$ cat src/rtl/compensation_mem_reader.sv
// ---------------------------------------------------------------------------
// compensation_mem_reader
//
// Read-side sequencer for the compensation weight memory. Once weight
// loading is complete and a start pulse arrives, it walks the columns
// 0..NUM_COL-1. For each column it reads the ROWS entries through a
// 1-cycle-latency read port, packs them into one column word and hands
// that word to the PE-array compensation loader over valid/ready.
//
// Ports:
//   clk, rst          clock, asynchronous active-high reset
//   start             single-cycle request to begin a full column sweep
//   load_weight_done  load phase complete; deasserting it aborts a sweep
//   mem_ren           memory read enable
//   mem_raddr         memory read address (held while mem_ren=0)
//   mem_rdata         read data, valid the cycle after mem_ren
//   col_data          packed column word, row k at [k*DW +: DW]
//   col_idx           column index of col_data
//   col_valid         col_data/col_idx valid
//   col_ready         downstream accepts the column word
//   busy              high in every state except IDLE
//   done              one-cycle pulse after the last column is accepted
// ---------------------------------------------------------------------------
module compensation_mem_reader #(
   parameter int NUM_COL = 8,
   parameter int ROWS    = 3,
   parameter int DW      = 3,
   parameter int AW      = 5,
   parameter int CW      = 3
) (
   input  logic               clk,
   input  logic               rst,
   input  logic               start,
   input  logic               load_weight_done,
   output logic               mem_ren,
   output logic [AW-1:0]      mem_raddr,
   input  logic [DW-1:0]      mem_rdata,
   output logic [ROWS*DW-1:0] col_data,
   output logic [CW-1:0]      col_idx,
   output logic               col_valid,
   input  logic               col_ready,
   output logic               busy,
   output logic               done
);

   // Row counter must also hold ROWS so the last slot index stays distinct.
   localparam int RW = $clog2(ROWS + 1);

   typedef enum logic [2:0] {
      S_IDLE,
      S_ISSUE,
      S_DRAIN,
      S_PRESENT,
      S_FINISH
   } state_t;

   state_t             state;
   state_t             state_nxt;
   logic [CW-1:0]      col;
   logic [RW-1:0]      row;
   logic [AW-1:0]      cur_addr;
   logic [AW-1:0]      raddr_hold;
   logic [ROWS*DW-1:0] col_data_q;
   logic               issue;

   // Read-return tracking: one cycle behind the issued read
   logic               rd_pend_p0;
   logic [RW-1:0]      rd_slot_p0;

   assign cur_addr = AW'(col) * AW'(ROWS) + AW'(row);
   assign issue    = (state == S_ISSUE);

   // ---------------- state register ----------------
   always_ff @(posedge clk or posedge rst) begin
      if (rst) begin
         state <= S_IDLE;
      end else begin
         state <= state_nxt;
      end
   end

   // ---------------- next-state logic ----------------
   always_comb begin
      state_nxt = state;
      if ((state != S_IDLE) && !load_weight_done) begin
         // Losing the load-complete qualifier aborts the sweep outright.
         state_nxt = S_IDLE;
      end else begin
         case (state)
            S_IDLE:    if (start && load_weight_done) state_nxt = S_ISSUE;
            S_ISSUE:   if (row == RW'(ROWS - 1)) state_nxt = S_DRAIN;
            S_DRAIN:   state_nxt = S_PRESENT;
            S_PRESENT: begin
               if (col_ready) begin
                  state_nxt = (col == CW'(NUM_COL - 1)) ? S_FINISH : S_ISSUE;
               end
            end
            S_FINISH:  state_nxt = S_IDLE;
            default:   state_nxt = S_IDLE;
         endcase
      end
   end

   // ---------------- outputs ----------------
   always_comb begin
      mem_ren   = issue;
      mem_raddr = issue ? cur_addr : raddr_hold;
      col_data  = col_data_q;
      col_idx   = col;
      col_valid = (state == S_PRESENT);
      busy      = (state != S_IDLE);
      done      = (state == S_FINISH);
   end

   // ---------------- counters, address hold, read capture ----------------
   always_ff @(posedge clk or posedge rst) begin
      if (rst) begin
         col        <= '0;
         row        <= '0;
         raddr_hold <= '0;
         rd_pend_p0 <= 1'b0;
         rd_slot_p0 <= '0;
         col_data_q <= '0;
      end else begin
         rd_pend_p0 <= issue;
         rd_slot_p0 <= row;

         if (issue) begin
            raddr_hold <= cur_addr;
         end

         // Every slot is rewritten for each column, so no clearing is needed.
         if (rd_pend_p0) begin
            for (int k = 0; k < ROWS; k++) begin
               if (rd_slot_p0 == RW'(k)) begin
                  col_data_q[k*DW +: DW] <= mem_rdata;
               end
            end
         end

         if (state_nxt == S_IDLE) begin
            col <= '0;
            row <= '0;
         end else if (issue) begin
            row <= row + 1'b1;
         end else if ((state == S_PRESENT) && (state_nxt == S_ISSUE)) begin
            col <= col + 1'b1;
            row <= '0;
         end
      end
   end

endmodule

$ cat config.mk
export PLATFORM = sky130hd
export DESIGN_NAME = compensation_mem_reader
export DESIGN_NICKNAME = d
export VERILOG_FILES = /design/src/rtl/compensation_mem_reader.sv
export SDC_FILE = /design/constraint.sdc
export NUM_CORES = 1
export LEC_CHECK = 0
export CORE_AREA = 10 10 64 66
export CTS_CLUSTER_DIAMETER = 60
export CTS_CLUSTER_SIZE = 40
export DETAILED_ROUTE_END_ITERATION = 10
export DIE_AREA = 0 0 74 76
export PLACE_DENSITY_LB_ADDON = 0.25
export SKIP_LAST_GASP = 1
export SLEW_MARGIN = 20
export SYNTH_ARGS = -nofsm -noshare
export SYNTH_HDL_FRONTEND = slang
export SYNTH_SLANG_ARGS = --single-unit
$ cat constraint.sdc
create_clock -name clk -period 2.6 [get_ports clk]
set_input_delay 0.39 -clock clk [delete_from_list [all_inputs] [get_ports clk]]
set_output_delay 0.39 -clock clk [all_outputs]
set_load 0.05 [all_outputs]
Word-level counts from Yosys, hierarchy flattened
Cells that the tools add are included.
W data, S select, Z words.
{ "word_totals": {"ff_bits": 25, "latchBits": 0, "mem_bits_rw": 0, "rom_bits": 0, "input_bits": 8, "wordCells": 50, "n_memories": 0} }
{ "classes": {"add_sub_neg": 3, "n_mul": 1, "div": 0, "magnitude_cmp": 0, "eq_ne": 10, "shift": 0, "n_mux": 13, "bitwise_logic": 0, "n_reduce_logical": 14} }
{ "ops": {"columns": ["operator", "count"], "rows": [
  ["$mux W3", 8],
  ["$pmux W3 S4", 1],
  ["$reduce_and A2 Y1", 4],
  ["$eq A3 B1 Y1 const B", 2],
  ["$eq A3 B2 Y1 const B", 2],
  ["$eq A3 B3 Y1 const B", 2],
  ["$logic_not A3 Y1", 2],
  ["$mux W2", 3],
  ["$reduce_bool A3 Y1", 2],
  ["$add A5 B2 Y5", 1],
  ["$mul A3 B2 Y5 const B", 1],
  ["$mux W5", 1],
  ["$eq A2 B2 Y1 const B", 2],
  ["$add A3 B1 Y3 const B", 1],
  ["$logic_and A1 B1 Y1", 3],
  ["$add A2 B1 Y2 const B", 1],
  ["$eq A2 B1 Y1 const B", 1],
  ["$logic_not A2 Y1", 1],
  ["$ne A2 B1 Y1 const B", 1],
  ["$reduce_bool A2 Y1", 1],
  ["$logic_not A1 Y1", 1]
]} }

Longest topological paths before layout
Gate-level depths: netlist of the first run.
{ "depth": {"ltp_word": 10, "ltp_mapped": 7} }

Worst setup path before layout of the first run
OpenSTA, ideal clock, no wires.
{ "synth_timing": {"path_type": "reg-to-output", "start": "reg col[1], in the netlist col_idx[1]", "end": "out mem_raddr[2]", "arrival_ns": 2.703, "slack_ns": -0.493, "path_stages_with_launch": 6, "n_path_buf": 0, "path_cell_list": "dfrtp_1 fa_1 ha_1 inv_1 fa_1 a21oi_1"} }
{ "synth_via": {"elab_chain_cells": 3} }
{ "synth_lines": {"columns": ["element", "line_no", "text"], "rows": [
  ["start: declaration", "59", "logic [CW-1:0] col;"],
  ["start signal: assignment", "147", "col <= col + 1'b1;"],
  ["$mul A3 B2 Y5", "70", "assign cur_addr = AW'(col) * AW'(ROWS) + AW'(row);"],
  ["$add A5 B2 Y5", "70", null],
  ["$mux W5", null, null],
  ["end: declaration", "36", "output logic [AW-1:0] mem_raddr,"]
]} }
Every way passes these cells.

Worst setup path after layout of the first run
{ "layout_timing": {"start": "reg col[1], in the netlist col_idx[1]", "end": "out mem_raddr[3]"} }
Same word-level chain as after synthesis.

==> results.toml, run 1 <==
[status]
status = "finished, violations left"
violations = "negative setup slack"

[die]
start_util_pct = 42.9
core_um2 = 2930
ios = 29
die-area_um2 = 5620
num_rows = 20
die_x_um = 74
die_height_um = 76

[routing]
drt_iter0_markers = 37
route.detailed.wl_per_inst_um = 14.6
drc = 0
postRouteAntennaNets = 0
drt_pass1_iterations = 3
vias = 882
via_per_inst = 5.19
drt-total-wl_um = 2480

[timing]
timing.final.crit_share_pct = 108
min_period_ns = 2.80
timing.fmax_mhz = 357
setup_tns_ns = -0.282
clock_skew_ns = 0.00961
max_slew_margin_pct = 63.4
hold_violations = 0
tightest_slew_ns = 0.548
setup_slack_ns = -0.205
rsz0062_at_grt = "yes"
slew_viol_final = 0
finalSetupViolCount = 2

[critical_path]
slowest_delay_ns = 0.54
required_ns = 2.21
crit_type = "reg -> out"
path_max_fanout = 2
critPathArrivalTime_ns = 2.41
path_cells = "fa_1 > ha_2 > inv_2 > fa_2 > xnor2_1 > mux2_4 > buf_12"
slowest_stage = "fa_1"
critical-path-top-delay-family = "adder cells"
worst_setup_path_end_kind = "output port"
cp-start-kind = "flip-flop"
cp.buffers_inverters = 2

[logic_synthesis]
synth-async-reset-ratio_pct = 100
seq_area_frac_synth_pct = 49.8
synth_most_common_cell = "dfrtp_1"
syn-cell-area_um2 = 1260
synth_common_cells = "dfrtp_1 (25), mux2_2 (12), ha_1 (8), inv_1 (8), a21oi_1 (7)"
yosysWarningCount = 0
avgSynthCellArea_um2 = 12.3
synth-edff-count = 0
synthCells = 102
synth_nets = 120
synth_top_area_share_pct = 49.8
synth.area.top_cells = "dfrtp_1 (50%), mux2_2 (11%), ha_1 (8.0%), fa_1 (3.2%), a21oi_1 (2.8%)"
synth.distinct_cells = 32
yosys.area.top_type = "dfrtp_1"
ys_ff_latch = 25
synth_ff_type = "dfrtp_1"

[grt]
met3_usage_pct = 4.30
grt_usage_pct = 9.50
overflow = 0
grt_antenna_before_repair = 0
grt_pass1_vias = 911
grt_util_met2_pct = 13.6
grt.busiest_layer = "met2"
grt_max_degree = 26
use_met1_pct = 12.2
grt_pass1_wl_um = 4390

[pwr]
p_per_area_nw_per_um2 = 619
vdd_ir_drop_max_uv = 493
finalPower_w = 0.00105
power.leakage_nw = 0.770

[clock_tree]
h-tree-depth = 1
cts_sinks = 25
clk_pin_slew_ns = 0.15
clk_root_buffer_cell = "clkbuf_4"
numCtsBuffers = 3
cts_tree = "yes"
ctsLongestPathBuffers = 2
clk_latency_ns = 0.32

[place]
place_area_um2 = 1640
dp_hpwl_um = 1920
port_buffers = 28
gp_congestion = 0.819

[finish]
drive_above_1_share_pct = 32.8
num-nets-final = 156
antenna_cells = 0
final_cell_area_um2 = 1700
syn2layout_area_growth_pct = 35.6

[run]
maxCapViolCount = 0

[min_path]
hold_class = "in -> async"
metrics by stage:
| step | std cells | setup WS [ns] | hold slack [ns] | utilization [%] |
|---|---|---|---|---|
| final | 170 | -0.205 | 0.399 | 58.2 |
| after CTS | 170 | -0.221 | 0.401 | 57.5 |
| after global placement | 165 | 0.0844 | 0.432 | 55.9 |
| after floorplan | 102 | 0.00995 | 0.406 | - |
| after global routing | 170 | -0.324 | 0.413 | 58.2 |
| after detailed placement | 165 | 0.0665 | 0.435 | 55.9 |
registers in the layout, indices dropped and copies added (netlist names):
register / count
rd_pend_p0: 1
col_idx: 3
row: 2
raddr_hold: 5
col_data: 9
rd_slot_p0: 2
state: 3
kinds of logic after synthesis:
| group | synth area share [%] |
|---|---|
| XOR/XNOR | 0.697 |
| flip-flops | 49.8 |
| AO/OA/AOI/OAI | 7.67 |
| multiplexers | 10.8 |
| AND/OR/NAND/NOR | 16.5 |
| buffers and inverters | 3.39 |
| adder cells (fa/ha/maj) | 11.2 |
routing by layer:
metal / vias up / wire length [µm]
li1: 432 / -
met1: 423 / 1080
met2: 23 / 1130
met3: 4 / 252
met4: 0 / 26
met5: - / 0
placed cells by master (no fill, tap or decap), drive strengths merged, types with 4 or more instances in the layout:
| master | netlist | layout |
|---|---|---|
| o21ai | 4 | 4 |
| dfrtp | 25 | 25 |
| a21oi | 7 | 7 |
| ha | 8 | 8 |
| inv | 8 | 8 |
| nor2 | 6 | 6 |
| buf | 2 | 10 |
| mux2 | 12 | 12 |
| clkdlybuf4s50 | 0 | 23 |
| nand3b | 4 | 4 |
final timing paths:
check	startpoint	end	slack [ns]	depth (start not counted)
setup / recovery	col_idx[1]	mem_raddr[3]	-0.20	7
hold / removal	rst	row[1]	0.40	3
setup reg to reg	col_idx[1]	raddr_hold[3]	0.56	6
hold reg to reg	row[1]	rd_slot_p0[1]	0.48	0
max in group asynchronous	rst	col_idx[1]	1.94	3
min in group clk	row[1]	rd_slot_p0[1]	0.48	0
tightest hold or removal path: cells and delay by family:
| kind | cells | cell delay (ns) |
|---|---|---|
| buf+inv | 3 | 0.75 |
power by group:
group / switching (W) / leakage, nW / internal (W)
sequential: 0.0000269 / 0.316 / 0.000440
combinational: 0.000251 / 0.439 / 0.000156
clock: 0.000121 / 0.0139 / 0.0000588
total: 0.000399 / 0.770 / 0.000655
repair_timing:
item,in CTS,in global routing
endpoints found under the setup margin,2,3
gates resized for setup,4,4
hold buffers,0,0
cloned,0,0
setup buffers,1,1
pin swaps,4,4
area by class of cell:
type                    count  area [µm²]
fillers                   250        1220
clock buffers               3        22.5
clock inverters             1        7.51
repair buffers             33         343
multi-input cells          67         628
inverters                   8        32.5
flip-flops and latches     25         628
well taps                  33        41.3
Note: power is estimated with default switching activity, not from simulation.
==> run 2, diff against run 1 <==
CAP_MARGIN = 40   (was default)
SKIP_LAST_GASP = default   (was 1)
==> results of run 2 <==
No change in the layout: final DEF, timing and power equal those of run 1.
